--- src/rtl/dav_eoc_bridge_pkg.sv ---
// Shared definitions for the dav_/rfd -> soc/eoc bridge.
//   rx_state_t : producer-side handshake states (dav_/rfd)
//   tx_state_t : initiator-side handshake states (soc/eoc)
//   clog2()    : ceiling log2 for sizing pointers, level and counters
package dav_eoc_bridge_pkg;

  typedef enum logic {
    R_IDLE = 1'b0,
    R_ACK  = 1'b1
  } rx_state_t;

  typedef enum logic [1:0] {
    T_IDLE = 2'd0,
    T_WAIT = 2'd1,
    T_CONV = 2'd2
  } tx_state_t;

  // clog2(1) = 0, clog2(2) = 1, clog2(4) = 2, clog2(5) = 3
  function automatic int clog2(input int value);
    int v;
    int r;
    v = value - 1;
    r = 0;
    while (v > 0) begin
      r++;
      v = v >> 1;
    end
    return r;
  endfunction

endpackage

--- src/rtl/dav_eoc_bridge_fifo.sv ---
// hs_sync_fifo: single-clock FIFO with DEPTH (power of two) entries.
// Ports:
//   clock, reset : clock and synchronous active-high reset
//   push, wdata  : write request and word; ignored when full unless a pop
//                  happens in the same clock
//   pop          : read request; ignored when empty
//   rdata        : current head word (combinational read)
//   full, empty  : occupancy flags derived from level
//   level        : number of stored words, 0..DEPTH
module hs_sync_fifo
  import dav_eoc_bridge_pkg::*;
#(
  parameter int W     = 8,
  parameter int DEPTH = 4
) (
  input  logic                  clock,
  input  logic                  reset,
  input  logic                  push,
  input  logic                  pop,
  input  logic [W-1:0]          wdata,
  output logic [W-1:0]          rdata,
  output logic                  full,
  output logic                  empty,
  output logic [clog2(DEPTH):0] level
);

  localparam int AW = clog2(DEPTH);
  localparam int LW = AW + 1;

  logic [W-1:0]  mem [DEPTH];
  logic [AW-1:0] wr_ptr;
  logic [AW-1:0] rd_ptr;
  logic          do_push;
  logic          do_pop;

  assign full    = (level == LW'(DEPTH));
  assign empty   = (level == '0);
  assign do_pop  = pop && !empty;
  // A pop frees the slot in the same clock, so a full FIFO may still accept.
  assign do_push = push && (!full || do_pop);
  assign rdata   = mem[rd_ptr];

  // Pointers wrap naturally because DEPTH is a power of two.
  always_ff @(posedge clock) begin
    if (reset) begin
      wr_ptr <= '0;
      rd_ptr <= '0;
      level  <= '0;
    end else begin
      if (do_push) wr_ptr <= wr_ptr + 1'b1;
      if (do_pop)  rd_ptr <= rd_ptr + 1'b1;
      case ({do_push, do_pop})
        2'b10:   level <= level + 1'b1;
        2'b01:   level <= level - 1'b1;
        default: level <= level;
      endcase
    end
  end

  // Storage carries data only and is left out of reset.
  always_ff @(posedge clock) begin
    if (do_push) mem[wr_ptr] <= wdata;
  end

endmodule

--- src/rtl/dav_eoc_bridge.sv ---
// dav_eoc_bridge: accepts words over a dav_/rfd handshake, buffers them in a
// DEPTH-entry FIFO and serves them over a soc/eoc "conversion" handshake.
// Ports:
//   clock, reset : clock and synchronous active-high reset
//   dav_, in_data: producer data-valid (active low) and word
//   rfd          : acknowledge to producer, high while a word is taken
//   soc          : start-of-conversion from the initiator
//   eoc          : 1 = idle / result valid, 0 = conversion in progress
//   out_data     : result word, changes only as eoc falls
//   level        : FIFO occupancy
module dav_eoc_bridge
  import dav_eoc_bridge_pkg::*;
#(
  parameter int N           = 8,
  parameter int M           = 8,
  parameter int DEPTH       = 4,
  parameter int CONV_CYCLES = 2
) (
  input  logic                  clock,
  input  logic                  reset,
  input  logic                  dav_,
  output logic                  rfd,
  input  logic [N-1:0]          in_data,
  input  logic                  soc,
  output logic                  eoc,
  output logic [M-1:0]          out_data,
  output logic [clog2(DEPTH):0] level
);

  localparam int CW = clog2(CONV_CYCLES + 1);

  rx_state_t     rx_state;
  tx_state_t     tx_state;
  logic [CW-1:0] conv_cnt;
  logic [N-1:0]  fifo_rdata;
  logic          fifo_full;
  logic          fifo_empty;
  logic          push;
  logic          pop;

  // Truncate to the M LSBs or zero-extend, depending on M versus N.
  function automatic logic [M-1:0] fit_width(input logic [N-1:0] w);
    return M'(w);
  endfunction

  // Pop uses the registered empty flag, so a word pushed this clock cannot
  // be popped until the next one.
  assign pop  = (tx_state == T_IDLE) && soc && !fifo_empty;
  assign push = (rx_state == R_IDLE) && !dav_ && (!fifo_full || pop);

  hs_sync_fifo #(
    .W     (N),
    .DEPTH (DEPTH)
  ) u_fifo (
    .clock (clock),
    .reset (reset),
    .push  (push),
    .pop   (pop),
    .wdata (in_data),
    .rdata (fifo_rdata),
    .full  (fifo_full),
    .empty (fifo_empty),
    .level (level)
  );

  // Producer side: one push per dav_ low pulse.
  always_ff @(posedge clock) begin
    if (reset) begin
      rx_state <= R_IDLE;
      rfd      <= 1'b0;
    end else begin
      case (rx_state)
        R_IDLE: begin
          if (push) begin
            rfd      <= 1'b1;
            rx_state <= R_ACK;
          end
        end
        R_ACK: begin
          if (dav_) begin
            rfd      <= 1'b0;
            rx_state <= R_IDLE;
          end
        end
        default: begin
          rfd      <= 1'b0;
          rx_state <= R_IDLE;
        end
      endcase
    end
  end

  // Initiator side: eoc rises exactly CONV_CYCLES clocks after soc=0 is
  // first sampled in T_WAIT.
  always_ff @(posedge clock) begin
    if (reset) begin
      tx_state <= T_IDLE;
      eoc      <= 1'b1;
      out_data <= '0;
      conv_cnt <= '0;
    end else begin
      case (tx_state)
        T_IDLE: begin
          if (pop) begin
            eoc      <= 1'b0;
            out_data <= fit_width(fifo_rdata);
            tx_state <= T_WAIT;
          end
        end
        T_WAIT: begin
          if (!soc) begin
            conv_cnt <= CW'(CONV_CYCLES - 1);
            tx_state <= T_CONV;
          end
        end
        T_CONV: begin
          if (conv_cnt == '0) begin
            eoc      <= 1'b1;
            tx_state <= T_IDLE;
          end else begin
            conv_cnt <= conv_cnt - 1'b1;
          end
        end
        default: begin
          eoc      <= 1'b1;
          tx_state <= T_IDLE;
        end
      endcase
    end
  end

endmodule
--- config.mk ---
export PLATFORM = sky130hd
export DESIGN_NAME = dav_eoc_bridge
export DESIGN_NICKNAME = d
export VERILOG_FILES = /design/src/rtl/dav_eoc_bridge_pkg.sv /design/src/rtl/dav_eoc_bridge_fifo.sv /design/src/rtl/dav_eoc_bridge.sv
export SDC_FILE = /design/constraint.sdc
export NUM_CORES = 1
export LEC_CHECK = 0
export CAP_MARGIN = 20
export CORE_UTILIZATION = 49
export CTS_CLUSTER_DIAMETER = 40
export DETAILED_ROUTE_END_ITERATION = 7
export HOLD_SLACK_MARGIN = 0.1
export PLACE_DENSITY = 0.71
export REMOVE_ABC_BUFFERS = 1
export SLEW_MARGIN = 15
export SYNTH_ARGS = -nofsm -noshare
export SYNTH_HDL_FRONTEND = slang
export SYNTH_SLANG_ARGS = --single-unit
--- constraint.sdc ---
create_clock -name clock -period 3 [get_ports clock]
set_clock_uncertainty 0.2 [all_clocks]
set_input_delay 0.9 -clock clock [delete_from_list [all_inputs] [get_ports clock]]
set_output_delay 0.9 -clock clock [all_outputs]
set_load 0.05 [all_outputs]
==> impl_metrics.tcl, run 1 <==
set metrics [dict create \
    status "completed" \
    routabilityCongestion 0.783 \
    dp_hpwl_um 2930 \
    numPortBuffers 24 \
    crit_fanout 2 \
    hold_path.startpoint "rfd" \
    cts_buffers 5 \
    start_kind "input port" \
    synth_cells 164 \
    final_common_cell "edfxtp_1" \
    postCtsHoldBufs 0 \
    ir_drop_uv 377 \
    htreeDepth 2 \
    rows 24 \
    grt_pass1_vias 1493 \
    cts_buffer_depth 2 \
    pre_cts_ws_ps -434 \
    tightest_slew_ps 670 \
    reg2reg_to "u_fifo.level[2]" \
    cp.arrival_ps 2990 \
    insertion_delay_ps 310 \
    die_h_um 69.4 \
    synth_top_area_share_pct 43.1 \
    syn_area_um2 2230 \
    die_w_um 69.4 \
    critPathRequiredTime_ps 3040 \
    ys_warn_count 0 \
    grt_max_degree 17 \
    dp_cells 243 \
    final_cell_mix "32 x edfxtp_1, 23 x clkdlybuf4s50_1, 22 x dfxtp_1" \
    stdcell_count 254 \
    core_area_um2 4350 \
    min_to "rfd" \
    cts_tree "built" \
    power_density_nw_per_um2 784 \
    dieArea_um2 4820 \
    synth_top_area_cell "edfxtp_1" \
    yosys-top-cells-area "edfxtp_1 43%, dfxtp_1 20%, mux4_2 8.1%" \
    start_util_pct 51.1 \
    rr_worst_depth 9 \
    drc 0 \
    power.static_leakage_nw 0.927 \
    hold_violations 0 \
    finalNetCount 220 \
    num_io_pins 25 \
    drive_above_1_share_pct 20.8 \
    post_drt_wl_per_cell_um 17.0 \
    grt_remaining_overflow 0 \
    antenna_found_initial 0 \
    hp-class "reg -> reg" \
    detail-route-antenna-nets 0 \
    finish.utilization_pct 61.6 \
    min_period_over_period_pct 98.4 \
    report.final.slew_viol_count 0 \
    finalCriticalPeriod_ps 2950 \
    rrSetupSlack_ps 320 \
    slew_headroom_pct 55.2 \
    ys_ff_latch 54 \
    synth_cell_types 33 \
    clock-sinks 54 \
    grt_pass1_wl_um 6930 \
    setup_viol 0 \
    area_growth_pct 20.5 \
    tns_ps 0 \
    drv_cap 0 \
    max_freq_mhz 339 \
    viasPerCell 5.70 \
    seq_area_frac_synth_pct 62.9 \
    track_usage_pct 19.3 \
    first_iter_violations 99 \
    diodes 0 \
    cts-root-buf "clkbuf_8" \
    dpl_cell_area_um2 2570 \
    holdPathStages 2 \
    clk_pin_slew_ps 90 \
    firstDrtPassIters 4 \
    timing.rr.start "u_fifo.level[2]" \
    dr_total_vias 1447 \
    layout_setup_ws_ps 48.2 \
    end_kind "register" \
    fin_area_um2 2680 \
    critical_path_class "in -> reg" \
    routed_wl_um 4310 \
    fillerInstances 333 \
    syn_area_per_cell_um2 13.6 \
]
==> area by class of cell <==
type / instances / area [um2] / area share [%]
flip-flops and latches: 54 / 1400 / 52.2
multi-input cells: 91 / 749 / 27.9
repair buffers: 38 / 344 / 12.8
clock buffers: 6 / 72.6 / 2.70
well taps: 52 / 65.1 / 2.42
inverters: 11 / 41.3 / 1.54
clock inverters: 2 / 10.0 / 0.373
==> cell usage after synthesis (all sizes together) <==
cell type,instances
inv,11
or3b,1
nor2,10
nand2,4
a2111oi,1
a211oi,2
ha,6
dfxtp,22
a21oi,15
a31o,1
clkbuf,5
mux4,8
nand3b,1
xor2,2
a311oi,2
nand3,8
o21ai,11
or3,3
fa,1
or2,1
mux2,1
mux2i,1
and2,4
and4b,1
buf,3
nor3b,2
a221o,1
nand2b,2
edfxtp,32
nor3,2
==> flip-flops by register name, summed over array words and instances (netlist names) <==
signal / flops
out_data: 8
eoc: 1
u_fifo.mem: 32
rx_state: 1
u_fifo.rd_ptr: 2
rfd: 1
tx_state: 2
conv_cnt: 2
u_fifo.level: 3
u_fifo.wr_ptr: 2
==> how the worst max path moves through the flow <==
stage,start,end,slack [ps],depth (start not counted)
4_1_cts,soc,u_fifo.level[2],110,10
3_5_place_dp,soc,u_fifo.level[2],-430,10
2_1_floorplan,soc,u_fifo.level[2],30,9
3_3_place_gp,soc,u_fifo.level[2],-340,10
5_1_grt,soc,u_fifo.level[2],-10,10
6_report,soc,u_fifo.level[2],50,10
==> metal layers <==
metal | up-vias | part of all wire (%) | track usage (%)
li1 | 680 | - | -
met2 | 39 | 54 | 34.4
met4 | 0 | 3.0 | 10.7
met3 | 10 | 4.0 | 4.65
met1 | 718 | 39 | 20.8
met5 | - | 0 | 0
==> metrics by stage <==
stage,power (mW),hold slack [ps]
6_report,2.10,261
3_5_place_dp,1.72,254
4_1_cts,2.11,268
3_3_place_gp,1.68,245
2_1_floorplan,1.44,232
5_1_grt,2.20,293
==> critical path, stage by stage <==
cell,delay [ps]
dlygate4sd2_1,210
or3b_4,400
a311oi_4,310
inv_1,90
ha_2,190
inv_2,60
fa_2,200
xor2_1,90
or3_1,400
a21oi_1,140
==> timing repair <==
action	4_1_cts	5_1_grt
pin swaps	4	0
setup buffers	2	1
endpoints found under the setup margin	2	1
resized for setup	4	0
==> cells by family (layout without fill, tap and decap cells) <==
| family | count (synthesis) | count (layout) | share of synthesized area (%) |
|---|---|---|---|
| muxes | 10 | 10 | 9.21 |
| DFF | 54 | 54 | 62.9 |
| xor gates and xnor gates | 2 | 2 | 0.787 |
| adders and majority gates | 7 | 7 | 4.27 |
| AOI/OAI and AO/OA | 33 | 33 | 9.33 |
| buffers and inverters | 19 | 57 | 3.65 |
| and+or+nand+nor | 39 | 39 | 9.83 |
==> where the power goes <==
part	leakage, nW	switching [mW]	internal (mW)
Sequential	0.472	0.102	0.878
Combinational	0.411	0.424	0.313
Clock	0.0450	0.226	0.162
Total	0.927	0.751	1.35
Power figures use the tool's default switching activity.
==> inputs of run 2 (changes only) <==
--- a/config.mk
+++ b/config.mk
@@ -6,13 +6,13 @@
 export NUM_CORES = 1
 export LEC_CHECK = 0
 export CAP_MARGIN = 20
-export CORE_UTILIZATION = 49
+export CORE_UTILIZATION = 42
 export CTS_CLUSTER_DIAMETER = 40
 export DETAILED_ROUTE_END_ITERATION = 7
 export HOLD_SLACK_MARGIN = 0.1
-export PLACE_DENSITY = 0.71
+export PLACE_DENSITY = 0.62
 export REMOVE_ABC_BUFFERS = 1
-export SLEW_MARGIN = 15
+export SLEW_MARGIN = 25
 export SYNTH_ARGS = -nofsm -noshare
 export SYNTH_HDL_FRONTEND = slang
 export SYNTH_SLANG_ARGS = --single-unit
==> impl_metrics.tcl, run 2 (same netlist as run 1, synthesis figures left out) <==
set metrics [dict create \
    report.final.slew_viol_count 0 \
    routed_wl_um 4410 \
    power.share.clock_pct 22.0 \
    die_h_um 74.8 \
    largestRegisters "u_fifo.mem x32, out_data x8, u_fifo.level x3" \
    cts_buffers 5 \
    setup_viol 0 \
    hp-class "reg -> reg" \
    cts_tree "built" \
    antenna_found_initial 0 \
    top_layer "met4" \
    area_growth_pct 24.7 \
    worstPathBufferInverterCount 3 \
    detail-route-antenna-nets 0 \
    post_drt_wl_per_cell_um 15.9 \
    dieArea_um2 5600 \
    power.static_leakage_nw 0.961 \
    final_common_cell "edfxtp_1" \
    start_kind "input port" \
    cpLargestDelayFamily "simple AND/OR/NAND/NOR gates" \
    cp-startpoint "soc" \
    end_kind "register" \
    grt_pass1_vias 1398 \
    ir_drop_uv 323 \
    crit_fanout 2 \
    grt_remaining_overflow 0 \
    diodes 0 \
    largest_reg_flops 32 \
    firstDrtPassIters 4 \
    cts-root-buf "clkbuf_8" \
    max_freq_mhz 341 \
    timing.rr.start "u_fifo.level[2]" \
    track_usage_pct 17.5 \
    dp_cells 262 \
    slowest_stage "or3_1" \
    regMostFlops "u_fifo.mem" \
    path_cells "dlygate4sd2_1, or3b_4, a311oi_4, inv_2, ha_2, inv_1, fa_2, xor2_1, or3_1, a21oi_2" \
    crit_end "u_fifo.level[2]" \
    num_io_pins 25 \
    htreeDepth 2 \
    start_util_pct 43.6 \
    die_w_um 74.8 \
    rsz0062_at_grt "no" \
    pwr-share-seq_pct 44.2 \
    routabilityCongestion 0.797 \
    clock-sinks 54 \
    insertion_delay_ps 300 \
    grt_max_degree 18 \
    rrSetupSlack_ps 380 \
    first_iter_violations 79 \
    critical_path_class "in -> reg" \
    tightest_slew_ps 879 \
    hold_violations 0 \
    dr_wl_met3_um 186 \
    p_sw_mw 0.763 \
    power_density_nw_per_um2 794 \
    met1_length_um 1930 \
    holdPathStages 2 \
    slew_headroom_pct 40.9 \
    drc 0 \
    reg2reg_to "u_fifo.level[2]" \
    grt_pass1_wl_um 6930 \
    finalNetCount 225 \
    p_int_mw 1.44 \
    crit_path_max_incr_delay_ps 410 \
    rows 26 \
    finalCriticalPeriod_ps 2930 \
    finish.utilization_pct 54.4 \
    final_cell_mix "32 x edfxtp_1, 23 x clkdlybuf4s50_1, 22 x dfxtp_1" \
    clk_pin_slew_ps 90 \
    viasPerCell 5.10 \
    rr_worst_depth 9 \
    status "completed" \
    dp_hpwl_um 2940 \
    wl_met2_um 2240 \
    worst-path-stages 10 \
    stdcell_count 277 \
    dr_total_vias 1414 \
    drive_above_1_share_pct 23.2 \
    netSwitchingFraction_pct 34.6 \
    core_area_um2 5110 \
    postCtsHoldBufs 0 \
    numPortBuffers 24 \
    cts_buffer_depth 2 \
    pwr-share-comb_pct 33.7 \
    critPathRequiredTime_ps 3050 \
    cp.arrival_ps 2980 \
    drv_cap 0 \
    min_period_over_period_pct 97.8 \
]
[run 2: changes by cell type in the layout (fill, tap and decap cells not counted), sizes merged]
cell / change
clkinv: -1
bufinv: +1
buf: +5
[run 2: worst min-delay path, delay by kind of cell, from the launching register on]
kind               cells  cell delay (ps)
and+or+nand+nor        1               50
DFF                    1              320
AOI/OAI and AO/OA      1               60
[run 2: power groups by stage]
stage,Combinational [mW],Sequential [mW],Clock [mW]
6_report,0.744,0.975,0.486
5_1_grt,0.801,0.991,0.529
4_1_cts,0.741,0.975,0.496
3_5_place_dp,0.714,0.993,0
3_3_place_gp,0.695,0.986,0
2_1_floorplan,0.304,1.13,0
[run 2: final cells by class]
| cell class | count | area (um2) |
|---|---|---|
| fill | 454 | 2330 |
| sequential | 54 | 1400 |
| multi-input combinational | 91 | 753 |
| timing repair buffer | 43 | 382 |
| tap | 70 | 87.6 |
| clock buffer | 6 | 72.6 |
| inverter | 11 | 41.3 |
| clock inverter | 2 | 38.8 |
[run 2: per-stage QoR]
step                TNS, ps  worst slack (ps)  hold slack [ps]  total power, mW  cell area (um2)
floorplan                 0              25.9              232             1.44             2190
global placement      -3140              -339              247             1.68             2610
detailed placement    -4020              -388              257             1.71             2610
CTS                       0               109              271             2.21             2780
global route              0              7.90              294             2.32             2780
finish                    0              67.4              266             2.21             2780
[run 2: routing by layer]
| layer | GRT usage (%) | vias up |
|---|---|---|
| met5 | 0 | - |
| met4 | 5.66 | 0 |
| met3 | 4.28 | 6 |
| met2 | 29.8 | 28 |
| met1 | 22.1 | 695 |
| li1 | - | 685 |
[run 2: timing repair]
item / in CTS / in global routing
gates resized for setup: 4 / 1
endpoints found under the setup margin: 2 / 1
setup buffers: 7 / 0
pin swaps: 4 / 1
[run 2: how the worst min path moves through the flow]
stage / startpoint / end
2_1_floorplan: conv_cnt[0] / conv_cnt[0]
3_3_place_gp: rfd / rfd
3_5_place_dp: rfd / rfd
4_1_cts: rfd / rfd
5_1_grt: rfd / rfd
6_report: rfd / rfd
